--- src/rtl/id_hazard_scoreboard.sv ---
// Decode-stage issue controller: tracks in-flight register writes per architectural
// register, blocks issue on RAW / WAW-saturation / budget hazards, and sequences a drain.
module id_hazard_scoreboard #(
  parameter int MAX_OUT = 8,
  parameter int CW      = 2,
  parameter int OW      = 4
) (
  input  logic          i_clk,
  input  logic          i_rst,
  input  logic          i_id_valid,
  input  logic [4:0]    i_rs1,
  input  logic [4:0]    i_rs2,
  input  logic          i_use_rs1,
  input  logic          i_use_rs2,
  input  logic [4:0]    i_rd,
  input  logic          i_RegWrite,
  input  logic          i_ex_ready,
  input  logic          i_wb_valid,
  input  logic [4:0]    i_wb_rd,
  input  logic          i_drain,
  output logic          o_issue,
  output logic          o_stall,
  output logic          o_busy,
  output logic [OW-1:0] o_outstanding,
  output logic          o_drained,
  output logic          o_wb_err,
  output logic [31:0]   o_stall_cnt
);

  localparam logic [1:0] ST_RUN   = 2'd0;
  localparam logic [1:0] ST_DRAIN = 2'd1;
  localparam logic [1:0] ST_HALT  = 2'd2;

  localparam logic [CW-1:0] CNT_MAX = '1;
  localparam logic [OW-1:0] OUT_MAX = OW'(MAX_OUT);

  logic [CW-1:0] cnt_q [32];
  logic [OW-1:0] outstanding_q, outstanding_d;
  logic [1:0]    state_q, state_d;
  logic          wb_err_q;
  logic [31:0]   stall_cnt_q;

  logic [CW-1:0] cnt_rs1, cnt_rs2, cnt_rd, cnt_wb;
  logic          raw, waw_full, budget_full;
  logic          inc, dec, wb_bad;

  // Hazards look only at registered counts; a same-cycle retirement frees the
  // register one cycle later.
  assign cnt_rs1 = cnt_q[i_rs1];
  assign cnt_rs2 = cnt_q[i_rs2];
  assign cnt_rd  = cnt_q[i_rd];
  assign cnt_wb  = cnt_q[i_wb_rd];

  assign raw = (i_use_rs1 && (i_rs1 != 5'd0) && (cnt_rs1 != '0)) ||
               (i_use_rs2 && (i_rs2 != 5'd0) && (cnt_rs2 != '0));
  assign waw_full    = i_RegWrite && (i_rd != 5'd0) && (cnt_rd == CNT_MAX);
  assign budget_full = (outstanding_q == OUT_MAX);

  assign o_issue = i_id_valid && i_ex_ready && (state_q == ST_RUN) && !i_drain &&
                   !raw && !waw_full && !budget_full;
  assign o_stall = i_id_valid && !o_issue;

  assign inc    = o_issue && i_RegWrite && (i_rd != 5'd0);
  assign dec    = i_wb_valid && (i_wb_rd != 5'd0) && (cnt_wb != '0);
  assign wb_bad = i_wb_valid && (i_wb_rd != 5'd0) && (cnt_wb == '0);

  always_comb begin
    // NOTE: every combinational output gets a default first so no path infers a latch.
    state_d = state_q;
    case (state_q)
      ST_RUN:   if (i_drain) state_d = ST_DRAIN;
      ST_DRAIN: if (outstanding_q == '0) state_d = ST_HALT;
      ST_HALT:  if (!i_drain) state_d = ST_RUN;
      default:  state_d = ST_RUN;
    endcase
  end

  always_comb begin
    outstanding_d = outstanding_q;
    if (inc && !dec)      outstanding_d = outstanding_q + OW'(1);
    else if (dec && !inc) outstanding_d = outstanding_q - OW'(1);
  end

  always_ff @(posedge i_clk or posedge i_rst) begin
    // NOTE: state registers use non-blocking assignment so every flop samples pre-edge values.
    if (i_rst) begin
      state_q       <= ST_RUN;
      outstanding_q <= '0;
      wb_err_q      <= 1'b0;
      stall_cnt_q   <= '0;
    end else begin
      state_q       <= state_d;
      outstanding_q <= outstanding_d;
      if (wb_bad) wb_err_q <= 1'b1;
      if (o_stall && (stall_cnt_q != 32'hFFFF_FFFF)) stall_cnt_q <= stall_cnt_q + 32'd1;
    end
  end

  always_ff @(posedge i_clk or posedge i_rst) begin
    // NOTE: the count array is reset because the hazard logic reads it on the first cycle.
    if (i_rst) begin
      for (int r = 0; r < 32; r++) cnt_q[r] <= '0;
    end else begin
      // Entry 0 keeps its reset value: x0 writes are never tracked.
      for (int r = 1; r < 32; r++) begin
        if (inc && (i_rd == 5'(r)) && !(dec && (i_wb_rd == 5'(r))))
          cnt_q[r] <= cnt_q[r] + CW'(1);
        else if (dec && (i_wb_rd == 5'(r)) && !(inc && (i_rd == 5'(r))))
          cnt_q[r] <= cnt_q[r] - CW'(1);
      end
    end
  end

  assign o_busy        = (outstanding_q != '0);
  assign o_outstanding = outstanding_q;
  assign o_drained     = (state_q == ST_HALT);
  assign o_wb_err      = wb_err_q;
  assign o_stall_cnt   = stall_cnt_q;

endmodule
--- config.mk ---
export PLATFORM = sky130hd
export DESIGN_NAME = id_hazard_scoreboard
export DESIGN_NICKNAME = d
export VERILOG_FILES = /design/src/rtl/id_hazard_scoreboard.sv
export SDC_FILE = /design/constraint.sdc
export NUM_CORES = 1
export LEC_CHECK = 0
export CAP_MARGIN = 20
export CORE_MARGIN = 1
export CORE_UTILIZATION = 45
export DETAILED_ROUTE_END_ITERATION = 10
export PLACE_DENSITY = 0.76
export SLEW_MARGIN = 20
export SYNTH_ARGS = -nofsm -noshare
export SYNTH_HDL_FRONTEND = slang
export SYNTH_SLANG_ARGS = --single-unit
--- constraint.sdc ---
create_clock -name i_clk -period 7.8 [get_ports i_clk]
set_input_delay 0.78 -clock i_clk [delete_from_list [all_inputs] [get_ports i_clk]]
set_output_delay 0.78 -clock i_clk [all_outputs]
set_load 0.05 [all_outputs]
==> flow_metrics.py, run 1 <==
metrics = {
    "run_status": {
        "run_status": "complete, but fails checks",
        "violations": "DRC",
    },
    "clocking": {
        "cts_buffers": 9,
        "clock_latency_ns": 0.36,
        "cts-root-buf": "clkbuf_16",
        "clk_path_buf_depth": 2,
        "hold_buffers": 0,
        "ctsResizeCount": 0,
        "post_cts_buffers": 0,
        "htree_levels": 3,
        "cts_tree": "yes",
        "numClockSinks": 101,
        "clk_pin_slew_ns": 0.07,
    },
    "setup_path": {
        "cpMaxStageDelayCell": "clkdlybuf4s50_1",
        "crit_top_cell": "clkdlybuf4s50_1",
        "path_class": "in -> out",
        "cp-end-kind": "output pin",
        "cp.arrival_ns": 5.27,
        "cp_cell_sequence": "clkdlybuf4s50_1 > nand2_1 > a211oi_1 > a2111oi_0 > nand4b_1 > or4b_1 > nor3_4 > clkdlybuf4s50_1",
        "crit_path_start_kind": "input port",
        "cp_data_required_time_ns": 7.02,
        "crit_path_max_incr_delay_ns": 0.94,
        "cp_max_fo": 25,
        "r2r_slack_ns": 3.18,
        "reg2reg_depth": 16,
    },
    "pwr": {
        "vdd_ir_drop_max_mv": 0.199,
        "intPower_uw": 1360,
        "switchingPower_uw": 949,
        "p_per_area_mw_per_mm2": 291,
        "pwr-share-seq_pct": 41.4,
        "leakage_uw": 0.00343,
        "pwr-share-comb_pct": 39.3,
        "sw_frac_of_total_pct": 41.0,
        "power_frac_clock_pct": 19.3,
    },
    "sta": {
        "setup_tns_ns": 0,
        "slew_violations": 0,
        "skew_ns": 0.0108,
        "hold_viol_final": 0,
        "finalSetupViolCount": 0,
        "final.min_clock_period_ns": 6.05,
        "rsz0062_at_grt": "no",
        "worst_pin_slew_ns": 1.10,
        "whs_ns": 0.491,
        "slew-limit-headroom_pct": 25.0,
        "post-route-period-util_pct": 77.6,
        "fmax_mhz": 165,
    },
    "grt": {
        "grt_remaining_overflow": 0,
        "grt_pass1_vias": 5518,
        "grt_max_degree": 71,
        "grt_usage_pct": 23.0,
        "grt_antenna_before_repair": 0,
        "grt_first_pass_wirelength_um": 28500,
    },
    "logic_synthesis": {
        "synth-edff-count": 0,
        "synthAdderAreaFrac_pct": 6.67,
        "netlist_instances": 703,
        "async_flop_share_pct": 100,
        "yosys.area_share.xor_xnor_pct": 16.3,
        "ys_types": 58,
        "synth_top_family_by_area": "simple AND/OR/NAND/NOR gates",
        "synth_compound_area_share_pct": 4.77,
        "netlist.area_leader.share_pct": 36.8,
        "synth_ff_type": "dfrtp_1",
        "syn_area_per_cell_sq_um": 9.77,
        "synth-simple-area-share_pct": 23.2,
        "ys_ff_latch": 101,
        "synth_mux_area_share_pct": 9.27,
        "ys_seq_area_share_pct": 36.8,
        "netlist_area_sq_mm": 0.00687,
        "synth_nets": 768,
        "synth_area_leaders": "dfrtp_1 (37%), xor2_1 (11%), mux4_2 (7.5%)",
        "synth_warnings": 2,
        "yosysTopAreaCell": "dfrtp_1",
    },
    "drt": {
        "drt_iter0_drc": 593,
        "num_vias": 5583,
        "drcViolationCount": 10,
        "ant_nets": 0,
        "via_per_inst": 5.92,
        "wl_per_cell_um": 18.1,
        "drtPass1Iterations": 9,
        "wl_um": 17000,
    },
    "cells_and_area": {
        "layout-drive-gt1-share_pct": 8.43,
        "fin_nets": 819,
        "layout_common_cells": "dfrtp_1 (101), nor2_1 (89), xor2_1 (87), clkdlybuf4s50_1 (69), nand2_1 (64)",
        "insertedDiodeCount": 0,
        "syn_to_final_growth_pct": 15.5,
        "multi_input_area_sq_mm": 0.00414,
        "layout_commonest_cell": "dfrtp_1",
        "fill_cells": 1307,
        "register_area_sq_mm": 0.00253,
    },
    "placement": {
        "place_congestion": 0.966,
        "portBuffers": 69,
        "place_hpwl_um": 12600,
    },
    "die": {
        "top_level_ports": 70,
        "fp.dieH_um": 126,
        "die-area_sq_mm": 0.0158,
        "initial_core_util_pct": 46.7,
        "core_region_area_sq_mm": 0.0147,
        "rows": 44,
        "die_w_um": 126,
    },
    "hold_path": {
        "hold_class": "reg -> reg",
        "hold_depth": 1,
    },
    "flow_run": {
        "drv_cap": 0,
    },
}
synth_stat cells (all sizes together) (7+ instances only):
master	n
nand4	7
nor4	23
inv	8
clkbuf	17
nor2b	8
buf	15
and3	7
xor2	87
or2	8
nand3	28
xnor2	41
ha	35
nor2	89
mux2	7
o21ai	10
a211oi	7
nand2	65
dfrtp	101
nand2b	7
nor3	39
nor4b	7
mux4	23
path summary, 6_finish.rpt:
path                             from          endpoint
max                           i_rd[2]           o_issue
min reg2reg                state_q[1]        state_q[0]
max reg2reg                state_q[0]  o_outstanding[3]
min                        state_q[1]        state_q[0]
max in group asynchronous       i_rst         cnt_q[28]
min in group asynchronous       i_rst    o_stall_cnt[1]
flip-flops by register name, summed over array words and instances (netlist names):
register       cells
o_stall_cnt       32
o_outstanding      4
state_q            2
cnt_q             62
o_wb_err           1
metrics by stage:
step | power (uW) | util (%) | cell area, sq um | instances | worst slack (ns)
after floorplan | 1580 | - | 6870 | 703 | 3.52
after global placement | 1840 | 52.0 | 7650 | 927 | 1.95
after detailed placement | 1860 | 52.0 | 7650 | 927 | 1.88
after CTS | 2310 | 54.0 | 7940 | 943 | 1.88
after global routing | 2450 | 54.0 | 7940 | 943 | 1.51
final | 2310 | 54.0 | 7940 | 943 | 1.75
logic make-up after synthesis:
kind of cell,after synthesis
buffers and inverters,41
XOR/XNOR,128
adder cells (fa/ha/maj),36
multiplexers,34
AND/OR/NAND/NOR,316
flip-flops,101
AO/OA/AOI/OAI,47
power by group through the flow:
stage	Sequential (uW)	Clock (uW)	Combinational [uW]
final	958	447	909
after global routing	991	476	979
after CTS	955	457	902
after detailed placement	960	0	898
after global placement	959	0	880
after floorplan	1020	0	555
layout make-up:
class                   count  share of cell area (%)
flip-flops and latches    101                    31.8
clock inverters             7                   0.788
clock buffers               9                    2.84
well taps                 184                    2.90
inverters                   9                   0.457
multi-input cells         561                    52.2
repair buffers             72                    8.98
critical path: cells and delay by family:
kind,cells,cell delay (ns)
and+or+nand+nor,4,1.67
AOI/OAI and AO/OA,2,0.99
buffers and inverters,2,1.81
layer usage:
metal / wire, um / track usage, % / part of all wire (%)
met4: 444 / 9.04 / 2.6
met1: 7500 / 31.2 / 44
met2: 7650 / 35.7 / 45
met5: 0 / 0 / 0
met3: 1440 / 5.01 / 8.5
(Power assumes the default switching activity.)
==> inputs of run 2 (changes only) <==
--- a/config.mk
+++ b/config.mk
@@ -9,7 +9,7 @@
 export CORE_MARGIN = 1
 export CORE_UTILIZATION = 45
 export DETAILED_ROUTE_END_ITERATION = 10
-export PLACE_DENSITY = 0.76
+export PLACE_DENSITY = 0.78
 export SLEW_MARGIN = 20
 export SYNTH_ARGS = -nofsm -noshare
 export SYNTH_HDL_FRONTEND = slang
==> constraint.sdc (replaced) <==
create_clock -name i_clk -period 5.5 [get_ports i_clk]
set_input_delay 0.55 -clock i_clk [delete_from_list [all_inputs] [get_ports i_clk]]
set_output_delay 0.55 -clock i_clk [all_outputs]
set_load 0.05 [all_outputs]
==> flow_metrics.py, run 2 (synthesis results as in run 1) <==
metrics = {
    "drt": {
        "wl_per_cell_um": 18.0,
        "num_vias": 5589,
        "drcViolationCount": 10,
        "ant_nets": 0,
        "drt_iter0_drc": 679,
        "drtPass1Iterations": 10,
        "via_per_inst": 5.88,
        "wl_um": 17100,
    },
    "run_status": {
        "violations": "DRC",
        "run_status": "complete, but fails checks",
    },
    "clocking": {
        "hold_buffers": 0,
        "post_cts_buffers": 0,
        "cts-root-buf": "clkbuf_16",
        "clk_path_buf_depth": 2,
        "clk_pin_slew_ns": 0.07,
        "cts_tree": "yes",
        "numClockSinks": 101,
        "cts_buffers": 9,
        "htree_levels": 3,
        "clock_latency_ns": 0.37,
        "ctsResizeCount": 0,
    },
    "pwr": {
        "leakage_uw": 0.00347,
        "vdd_ir_drop_max_mv": 0.189,
        "p_per_area_mw_per_mm2": 415,
    },
    "grt": {
        "grt_max_degree": 70,
        "grt_antenna_before_repair": 0,
        "grt_remaining_overflow": 0,
        "grt_first_pass_wirelength_um": 28600,
        "grt_pass1_vias": 5475,
        "grt_usage_pct": 23.3,
    },
    "sta": {
        "setup_tns_ns": 0,
        "worst_pin_slew_ns": 0.859,
        "post-route-period-util_pct": 87.2,
        "skew_ns": 0.0136,
        "fmax_mhz": 209,
        "slew_violations": 0,
        "finalSetupViolCount": 0,
        "final.min_clock_period_ns": 4.80,
        "rsz0062_at_grt": "no",
        "slew-limit-headroom_pct": 42.5,
        "hold_viol_final": 0,
    },
    "die": {
        "die_w_um": 126,
        "top_level_ports": 70,
        "core_region_area_sq_mm": 0.0147,
        "fp.dieH_um": 126,
        "initial_core_util_pct": 46.7,
        "rows": 44,
        "die-area_sq_mm": 0.0158,
    },
    "cells_and_area": {
        "layout_common_cells": "dfrtp_1 (101), nor2_1 (89), xor2_1 (87), clkdlybuf4s50_1 (68), nand2_1 (64)",
        "insertedDiodeCount": 0,
        "layout-drive-gt1-share_pct": 9.40,
        "layout_commonest_cell": "dfrtp_1",
        "fin_nets": 826,
        "syn_to_final_growth_pct": 16.5,
        "final_util_pct": 54.5,
        "regMostFlops": "cnt_q",
        "largest_reg_flops": 62,
        "fill_cells": 1317,
    },
    "hold_path": {
        "hold_depth": 1,
        "hold_class": "reg -> reg",
        "min_to": "o_wb_err",
        "hp-start": "o_wb_err",
    },
    "setup_path": {
        "path_class": "in -> out",
        "r2r_slack_ns": 1.50,
        "r2r-end": "o_outstanding[3]",
        "cp-end-kind": "output pin",
        "cp_max_fo": 18,
        "crit_path_start_kind": "input port",
        "cp_data_required_time_ns": 4.95,
        "cp.arrival_ns": 4.25,
        "reg2reg_depth": 17,
        "r2r-start": "state_q[0]",
    },
    "flow_run": {
        "drv_cap": 0,
    },
    "placement": {
        "portBuffers": 69,
        "place_hpwl_um": 12800,
        "place_congestion": 0.972,
    },
}
==> run 2: cell types whose count changed in the layout (fill, tap and decap cells not counted) <==
| cell | delta |
|---|---|
| buf_4 | +8 |
| inv_6 | -2 |
| clkinv_8 | +2 |
| clkinv_2 | -1 |
| clkinvlp_4 | +1 |
| clkdlybuf4s50_1 | -1 |
==> run 2: routing by layer <==
layer / part of all wire (%) / up-vias / wire (um) / global-route usage, %
li1: - / 2600 / - / -
met1: 42 / 2648 / 7240 / 31.5
met2: 45 / 295 / 7790 / 35.4
met3: 9.9 / 46 / 1700 / 6.42
met4: 2.3 / 0 / 398 / 8.97
met5: 0 / - / 0 / 0
==> run 2: cell type report <==
type	count	area (sq um)	area share, %
multi-input cells	561	4140	51.8
inverters	9	36.3	0.453
clock buffers	9	225	2.81
repair buffers	79	763	9.53
clock inverters	7	80.1	1.00
flip-flops and latches	101	2530	31.6
well taps	184	230	2.88
==> run 2: worst max-delay path: stages <==
cell             delay, ns
clkdlybuf4s50_1       0.72
buf_4                 0.31
nand3b_1              0.13
a211oi_1              0.09
a2111oi_0             0.59
nand4b_1              0.20
or4b_1                0.54
nor3_4                0.12
buf_4                 0.20
nor2_1                0.09
clkdlybuf4s50_1       0.70
==> run 2: through the flow <==
stage / instance area (sq um) / hold slack [ns] / setup WS, ns / instances / total power (uW)
after detailed placement: 7700 / 0.472 / 0.493 / 934 / 2660
after global routing: 8010 / 0.498 / 0.490 / 950 / 3510
after floorplan: 6870 / 0.446 / 1.45 / 703 / 2240
final: 8010 / 0.484 / 0.704 / 950 / 3320
after CTS: 8010 / 0.492 / 0.769 / 950 / 3330
after global placement: 7700 / 0.469 / 0.613 / 934 / 2630
==> run 2: worst max-delay path by stage <==
stage                  from               end  slack [ns]  cells past startpoint
floorplan           i_rd[0]  o_outstanding[3]        1.45                     19
finish              i_rd[1]           o_stall        0.70                     11
global placement    i_rd[1]  o_outstanding[3]        0.61                     19
CTS                 i_rd[1]           o_stall        0.77                     11
global route        i_rd[1]  o_outstanding[3]        0.49                     19
detailed placement  i_rd[1]  o_outstanding[3]        0.49                     19
==> run 2: power by group <==
group / internal, uW / switching (uW) / total (uW)
clock network: 324 / 324 / 647
registers: 1010 / 370 / 1380
logic: 613 / 687 / 1300
total: 1940 / 1380 / 3320
